**config.mk**
```make
export PLATFORM = sky130hd
export DESIGN_NAME = a5_alu_sequencer
export DESIGN_NICKNAME = d
export VERILOG_FILES = /design/src/rtl/a5_alu_sequencer.sv
export SDC_FILE = /design/constraint.sdc
export NUM_CORES = 1
export LEC_CHECK = 0
export BUFFER_PORTS_ARGS = -buffer_cell sky130_fd_sc_hd__buf_2
export CORE_MARGIN = 2
export CORE_UTILIZATION = 38
export CTS_BUF_LIST = sky130_fd_sc_hd__clkbuf_4
export DETAILED_ROUTE_END_ITERATION = 10
export SETUP_SLACK_MARGIN = 0.05
export SLEW_MARGIN = 15
export SYNTH_ARGS = -nofsm -noshare
export SYNTH_HDL_FRONTEND = slang
export SYNTH_SLANG_ARGS = --single-unit
```
**constraint.sdc**
```tcl
create_clock -name clk_i -period 5.2 [get_ports clk_i]
set_input_delay 1.3 -clock clk_i [delete_from_list [all_inputs] [get_ports clk_i]]
set_output_delay 1.3 -clock clk_i [all_outputs]
set_load 0.005 [all_outputs]
```
**src/rtl/a5_alu_sequencer.sv**
```systemverilog
// Execute/write-back sequencer for the A5 register set. It fetches operands, then
// computes an ALU or iterative 16x16 multiply result and issues one write-back strobe.
module a5_alu_sequencer #(
    parameter bit MulEn = 1'b1
) (
    input  logic        clk_i,
    input  logic        rst_ni,
    input  logic        op_valid_i,
    output logic        op_ready_o,
    input  logic [2:0]  opcode_i,
    input  logic [2:0]  src_a_i,
    input  logic [2:0]  src_b_i,
    input  logic [2:0]  dst_i,
    output logic [2:0]  reg_1_o,
    output logic [2:0]  reg_2_o,
    output logic [2:0]  reg_wr_o,
    output logic        write_enable_o,
    output logic [15:0] write_data_o,
    output logic [16:0] temp_alu_result_o,
    input  logic [15:0] read_a_i,
    input  logic [15:0] read_b_i,
    output logic        done_o,
    output logic        err_o
);

    typedef enum logic [2:0] {StIdle, StRead, StExec, StMul, StWb} state_e;

    localparam logic [2:0] OpAdd = 3'b000;
    localparam logic [2:0] OpSub = 3'b001;
    localparam logic [2:0] OpAnd = 3'b010;
    localparam logic [2:0] OpOr  = 3'b011;
    localparam logic [2:0] OpXor = 3'b100;
    localparam logic [2:0] OpShl = 3'b101;
    localparam logic [2:0] OpMul = 3'b110;
    localparam logic [2:0] OpNop = 3'b111;

    state_e      state_q;
    logic [2:0]  opcode_q;
    logic [2:0]  dst_q;
    logic        op_ready_q;
    logic [2:0]  reg_1_q;
    logic [2:0]  reg_2_q;
    logic [2:0]  reg_wr_q;
    logic        write_enable_q;
    logic [15:0] write_data_q;
    logic [16:0] temp_q;
    logic        done_q;
    logic        err_q;
    logic [31:0] mcand_q;
    logic [15:0] mplier_q;
    logic [31:0] acc_q;
    logic [3:0]  cnt_q;

    logic        illegal;
    logic [16:0] alu_res;
    logic [31:0] acc_next;
    logic [16:0] mul_res;

    always_comb begin
        illegal = (src_a_i > 3'd4) || (src_b_i > 3'd4) || (dst_i > 3'd4) ||
                  (opcode_i == OpNop) || ((opcode_i == OpMul) && !MulEn);
    end

    always_comb begin
        alu_res = '0;
        case (opcode_q)
            OpAdd:   alu_res = {1'b0, read_a_i} + {1'b0, read_b_i};
            OpSub:   alu_res = {1'b0, read_a_i} - {1'b0, read_b_i};
            OpAnd:   alu_res = {1'b0, read_a_i & read_b_i};
            OpOr:    alu_res = {1'b0, read_a_i | read_b_i};
            OpXor:   alu_res = {1'b0, read_a_i ^ read_b_i};
            OpShl:   alu_res = {read_a_i, 1'b0};
            default: alu_res = '0;
        endcase
    end

    // Shift-add step; the last step's sum is folded straight into the result.
    always_comb begin
        acc_next = acc_q + (mplier_q[0] ? mcand_q : 32'd0);
        mul_res  = {|acc_next[31:16], acc_next[15:0]};
    end

    always_ff @(posedge clk_i or negedge rst_ni) begin
        if (!rst_ni) begin
            state_q        <= StIdle;
            opcode_q       <= '0;
            dst_q          <= '0;
            op_ready_q     <= 1'b1;
            reg_1_q        <= '0;
            reg_2_q        <= '0;
            reg_wr_q       <= '0;
            write_enable_q <= 1'b0;
            write_data_q   <= '0;
            temp_q         <= '0;
            done_q         <= 1'b0;
            err_q          <= 1'b0;
            mcand_q        <= '0;
            mplier_q       <= '0;
            acc_q          <= '0;
            cnt_q          <= '0;
        end else begin
            unique case (state_q)
                StIdle: begin
                    if (op_valid_i && op_ready_q) begin
                        op_ready_q <= 1'b0;
                        opcode_q   <= opcode_i;
                        dst_q      <= dst_i;
                        if (illegal) begin
                            done_q  <= 1'b1;
                            err_q   <= 1'b1;
                            state_q <= StWb;
                        end else begin
                            reg_1_q <= src_a_i;
                            reg_2_q <= src_b_i;
                            state_q <= StRead;
                        end
                    end
                end
                StRead: begin
                    state_q <= StExec;
                end
                StExec: begin
                    if (opcode_q == OpMul) begin
                        mcand_q  <= {16'd0, read_a_i};
                        mplier_q <= read_b_i;
                        acc_q    <= '0;
                        cnt_q    <= '0;
                        state_q  <= StMul;
                    end else begin
                        reg_wr_q       <= dst_q;
                        write_data_q   <= alu_res[15:0];
                        temp_q         <= alu_res;
                        write_enable_q <= 1'b1;
                        done_q         <= 1'b1;
                        err_q          <= 1'b0;
                        state_q        <= StWb;
                    end
                end
                StMul: begin
                    acc_q    <= acc_next;
                    mcand_q  <= mcand_q << 1;
                    mplier_q <= mplier_q >> 1;
                    cnt_q    <= cnt_q + 4'd1;
                    if (cnt_q == 4'd15) begin
                        reg_wr_q       <= dst_q;
                        write_data_q   <= mul_res[15:0];
                        temp_q         <= mul_res;
                        write_enable_q <= 1'b1;
                        done_q         <= 1'b1;
                        err_q          <= 1'b0;
                        state_q        <= StWb;
                    end
                end
                StWb: begin
                    write_enable_q <= 1'b0;
                    done_q         <= 1'b0;
                    err_q          <= 1'b0;
                    op_ready_q     <= 1'b1;
                    state_q        <= StIdle;
                end
                default: begin
                    state_q <= StIdle;
                end
            endcase
        end
    end

    assign op_ready_o        = op_ready_q;
    assign reg_1_o           = reg_1_q;
    assign reg_2_o           = reg_2_q;
    assign reg_wr_o          = reg_wr_q;
    assign write_enable_o    = write_enable_q;
    assign write_data_o      = write_data_q;
    assign temp_alu_result_o = temp_q;
    assign done_o            = done_q;
    assign err_o             = err_q;

endmodule

```
Yosys cells after proc, flatten, opt, wreduce, memory -nomap -nowiden. Cells that the tools add are included.

$add $sub $neg: 4. $lt $le $gt $ge: 3. Eq/ne operators: 17. Multiplexer cells: 35. Bitwise gates (word level): 4. Reductions and logical operators: 19.

Operators with widths (count): 32-bit case mux with 2 select lines (2); 17-bit case mux with 6 select lines (1); 32-bit two-way mux (3); 16-bit case mux with 2 select lines (2); 16-bit two-way mux (3); 17-bit two-way mux (2); 17-bit case mux with 2 select lines (1); 32-bit adder (1); 3-bit two-way mux (6); 16-bit by 16-bit adder with 17-bit output (1); 16-bit by 16-bit subtractor with 17-bit output (1); 16-bit AND (1); 16-bit bitwise OR (1); 16-bit OR reduction (1); 16-bit bitwise XOR (1); 3-bit equality test, second input constant (5); 3-bit by 2-bit equality test with 1-bit output, second input constant (4); 3-bit case mux with 4 select lines (1); 2-bit != test, second input constant (5); 3-bit > comparator, second input constant (3); 3-bit AND reduction (3); 1-bit case mux with 4 select lines (2); 4-bit case mux with 2 select lines (1); 2-bit AND reduction (4); other kinds (16) (27).

Bits in registers: 139. Input bits: 47. Output and inout bits: 46. Word-level logic and storage cells: 98.

Logic depth before layout (Yosys ltp).
Word-level depth: 7. Gate-level depth with buffers: 17. Mapped depth without buffers: 16.

Least setup slack after synthesis. No wires, ideal clock.

Kind: input-to-reg. Start point: input read_b_i[8]. End point: register temp_q[16] (netlist: temp_alu_result_o[16]). Setup time: 0.133 ns. Arrival: 4.203 ns. Data required time: 5.067 ns. Path slack: 0.864 ns. Stages on the path: 15. Buffers on the path: 0. Cells stage by stage: or3_1 or3_1 o41ai_1 xnor2_1 ha_1 and4_1 nand2_1 a2bb2oi_1 o211ai_1 xnor2_1 o21ai_0 and3_1 nand4_1 nor4_1 a31oi_1.

Cells in the longest elaborated chain, start to end: 4. Elaborated cells between the ends (all ways): 5. Classes of those cells: add/sub (2); mux (3).

RTL lines: from (decl) (RTL line 21) `input logic [15:0] read_b_i,`; 16-bit by 16-bit subtractor with 17-bit output / 16-bit by 16-bit adder with 17-bit output (equally long branches) (RTL line 68, 67); 17-bit case mux with 6 select lines (*) (RTL line 66) `case (opcode_q)`; 17-bit two-way mux (*) (RTL line 123) `if (opcode_q == OpMul) begin`; 17-bit case mux with 2 select lines (*) (RTL line 102) `unique case (state_q)`; to (signal assigned) (RTL line 132) `temp_q <= alu_res;`; to (signal assigned) (RTL line 147) `temp_q <= mul_res;`; to (decl) (RTL line 46) `logic [16:0] temp_q;`.

Mark *: on every way between the ends. The rest lies on a longest branch, timed or not. The select of a mux whose other input is x is not followed. A chain may end at the register's enable or synchronous reset.

Worst setup path in the final report. Same ends and word-level chain as after synthesis.

==> results_dict.tcl <==
set metrics [dict create \
    hold_depth 2 \
    setup_violations 0 \
    die_y_um 160 \
    relSlewSlack 0.299 \
    seq_area_frac_synth 0.331 \
    synth_area_leaders "dfrtp_1, ha_1, nand2_1, a21oi_1, o21ai_0" \
    yosys_register_bits 123 \
    cts_max_level 4 \
    vias_per_cell 5.42 \
    regToRegStartpoint "opcode_q[2]$_DFFE_PN0P_" \
    yosysTopAreaCellShare 0.328 \
    min_to "reg_wr_o[0]$_DFFE_PN0P_" \
    nets 1318 \
    ys_types 69 \
    seq_area_mm2 0.00308 \
    ys_top_cells_by_count "nand2_1, dfrtp_1, a21oi_1" \
    gp_congestion 0.886 \
    clk_path_buf_depth 2 \
    dp.cells 1493 \
    wl_per_cell_um 17.1 \
    timing.final.crit_share 0.844 \
    pin_count 93 \
    drc 0 \
    vias 8272 \
    clk_pin_slew_ps 150 \
    fmax_mhz 228 \
    syn2layout_area_growth_pct 10.1 \
    drtIter0Drc 477 \
    syn-num-nets 1272 \
    hold_buffers 0 \
    cpMostUsedCell "o21ai_0" \
    critPathMaxStageDelay_ps 410 \
    drt-total-wl_um 26100 \
    status "finished, final reports clean" \
    end_kind "flop" \
    grt-ovfl-total 0 \
    fill_cells 2476 \
    postRouteAntennaNets 0 \
    postCtsSetupBuffers 0 \
    slew_viol_final 0 \
    tns_ps 0 \
    grt_max_degree 97 \
    start_kind "input port" \
    hpwlAfterDp_um 19000 \
    finalClockSkew_ps 24.3 \
    hold_start "dst_q[0]$_DFFE_PN0P_" \
    tritoncts "yes" \
    async_flop_share 1.00 \
    r2r-end "temp_alu_result_o[16]$_DFFE_PN0P_" \
    cts_buffers 17 \
    ir_drop_mv 0.283 \
    worstSkewPairLatency_ps 560 \
    p_leak_nw 4.99 \
    hold_viol 0 \
    fin_cells 1526 \
    portBuffers 92 \
    min_period_ps 4390 \
    cts_num_sinks 123 \
    avgSynthCellArea_um2 8.15 \
    antenna_found_initial 1 \
    layout-drive-gt1-share 0.146 \
    r2r_slack_ps 1210 \
    synth_warnings 0 \
    hp-class "flop to flop" \
    power_density_mw_per_mm2 501 \
    synth_top_cell_by_area "dfrtp_1" \
    netlist_instances 1142 \
    path_cells "buf_2 -> or3_1 -> or3_1 -> o21ai_0 -> xnor2_1 -> ha_1 -> a21oi_1 -> o21ai_0 -> a2bb2oi_1 -> o211ai_1 -> xnor2_1 -> o21ai_0 -> and3_1 -> nand4_1 -> nor4_1 -> a31oi_1" \
    multi_input_area_mm2 0.00568 \
    clockRootBuffer "clkbuf_4" \
    synthFlopType "dfrtp_1" \
    placementRows 57 \
    arrival_ps 4830 \
    reg2regPathDepth 16 \
    drv_cap 0 \
    grt_first_pass_wirelength_um 42900 \
    rsz0062_at_grt "false" \
    worst_slew_pin_slew_ps 1050 \
    syn_area_mm2 0.00930 \
    fp.dieW_um 160 \
    start_util 0.385 \
    dieArea_mm2 0.0257 \
    core_mm2 0.0242 \
    firstDrtPassIters 5 \
    yosysMostFrequentCell "nand2_1" \
    synth-edff-count 0 \
    cts.repair.resized 0 \
    crit_fanout 6 \
    critPathKind "input port to flop" \
    worstPathRequired_ps 5640 \
    grt.total_usage 0.207 \
    grt_pass1_vias 7988 \
    cp_slowest_cell "or3_1" \
]
-- routing by layer --
metal  GRT usage  share of wire
met5           0              0
met1       0.287           0.48
met3      0.0333          0.042
met4      0.0516          0.015
met2       0.337           0.46
-- worst max path at each step --
| stage | to | slack [ps] | startpoint | depth (start not counted) |
|---|---|---|---|---|
| floorplan | temp_alu_result_o[16]$_DFFE_PN0P_ | 860 | read_b_i[8] | 15 |
| global placement | temp_alu_result_o[16]$_DFFE_PN0P_ | 390 | read_b_i[8] | 16 |
| detailed placement | temp_alu_result_o[16]$_DFFE_PN0P_ | 220 | read_b_i[8] | 16 |
| CTS | temp_alu_result_o[16]$_DFFE_PN0P_ | 830 | read_b_i[8] | 16 |
| global route | temp_alu_result_o[16]$_DFFE_PN0P_ | 540 | read_b_i[8] | 16 |
| finish | temp_alu_result_o[16]$_DFFE_PN0P_ | 810 | read_b_i[8] | 16 |
-- layout by cell type (no fill, tap or decap), types with 12 or more instances in the layout --
master	instances
o21ai_0	93
ha_1	81
nor3_1	14
clkbuf_4	17
a21oi_1	100
xnor2_1	34
mux2_2	13
dfrtp_1	122
a21o_1	18
buf_2	91
and2_1	35
and3_1	14
mux2i_1	12
buf_4	15
nand3_1	44
inv_1	52
nor2_1	90
nand2_1	152
a22o_1	14
nand4_1	12
-- through the flow --
stage / utilization / hold WS (ps) / area (um2) / power (mW) / worst slack (ps)
4_1_cts: 0.423 / 462 / 10200 / 5.15 / 830
5_1_grt: 0.424 / 487 / 10200 / 5.56 / 545
3_3_place_gp: 0.411 / 448 / 9940 / 4.37 / 389
6_report: 0.424 / 459 / 10200 / 5.13 / 811
2_1_floorplan: - / 435 / 9300 / 3.56 / 864
3_5_place_dp: 0.411 / 461 / 9940 / 4.40 / 225
-- sequential cells by signal, indices dropped and copies added, names as in the netlist --
| signal | cells |
|---|---|
| acc_q | 32 |
| cnt_q | 4 |
| done_o | 1 |
| dst_q | 3 |
| err_o | 1 |
| mcand_q | 32 |
| mplier_q | 16 |
| op_ready_o | 1 |
| opcode_q | 3 |
| reg_1_o | 3 |
| reg_2_o | 3 |
| reg_wr_o | 3 |
| state_q | 3 |
| temp_alu_result_o | 2 |
| write_data_o | 15 |
| write_enable_o | 1 |
-- cells by family (layout without fill, tap and decap cells) --
group | Yosys count | count (layout) | synth area share
and+or+nand+nor | 401 | 401 | 0.199
AOI/OAI and AO/OA | 333 | 333 | 0.225
buffers and inverters | 132 | 191 | 0.0603
DFF | 123 | 123 | 0.331
adders and majority gates | 83 | 83 | 0.113
xor gates and xnor gates | 45 | 45 | 0.0424
muxes | 25 | 25 | 0.0286
other | 0 | 1 | 0
-- power by group --
part	internal, mW	leakage [nW]	switching (mW)
clock network	0.264	0.163	0.470
logic	1.14	3.25	1.68
registers	1.31	1.57	0.267
total	2.71	4.99	2.42
-- worst max-delay path: cells and delay by family --
family          cells  cell delay [ps]
fa+ha+maj           1              310
xor+xnor            2              330
compound gates      7             1350
simple gates        5             1410
buf+inv             1              110
-- layout make-up --
| type | instances | share of cell area |
|---|---|---|
| multi-input cells | 887 | 0.555 |
| repair buffers | 107 | 0.0566 |
| flip-flops and latches | 123 | 0.301 |
| clock buffers | 17 | 0.0125 |
| clock inverters | 15 | 0.0166 |
| inverters | 52 | 0.0191 |
| diodes | 1 | 0.000244 |
| well taps | 324 | 0.0396 |
Note: power is estimated with default switching activity, not from simulation.
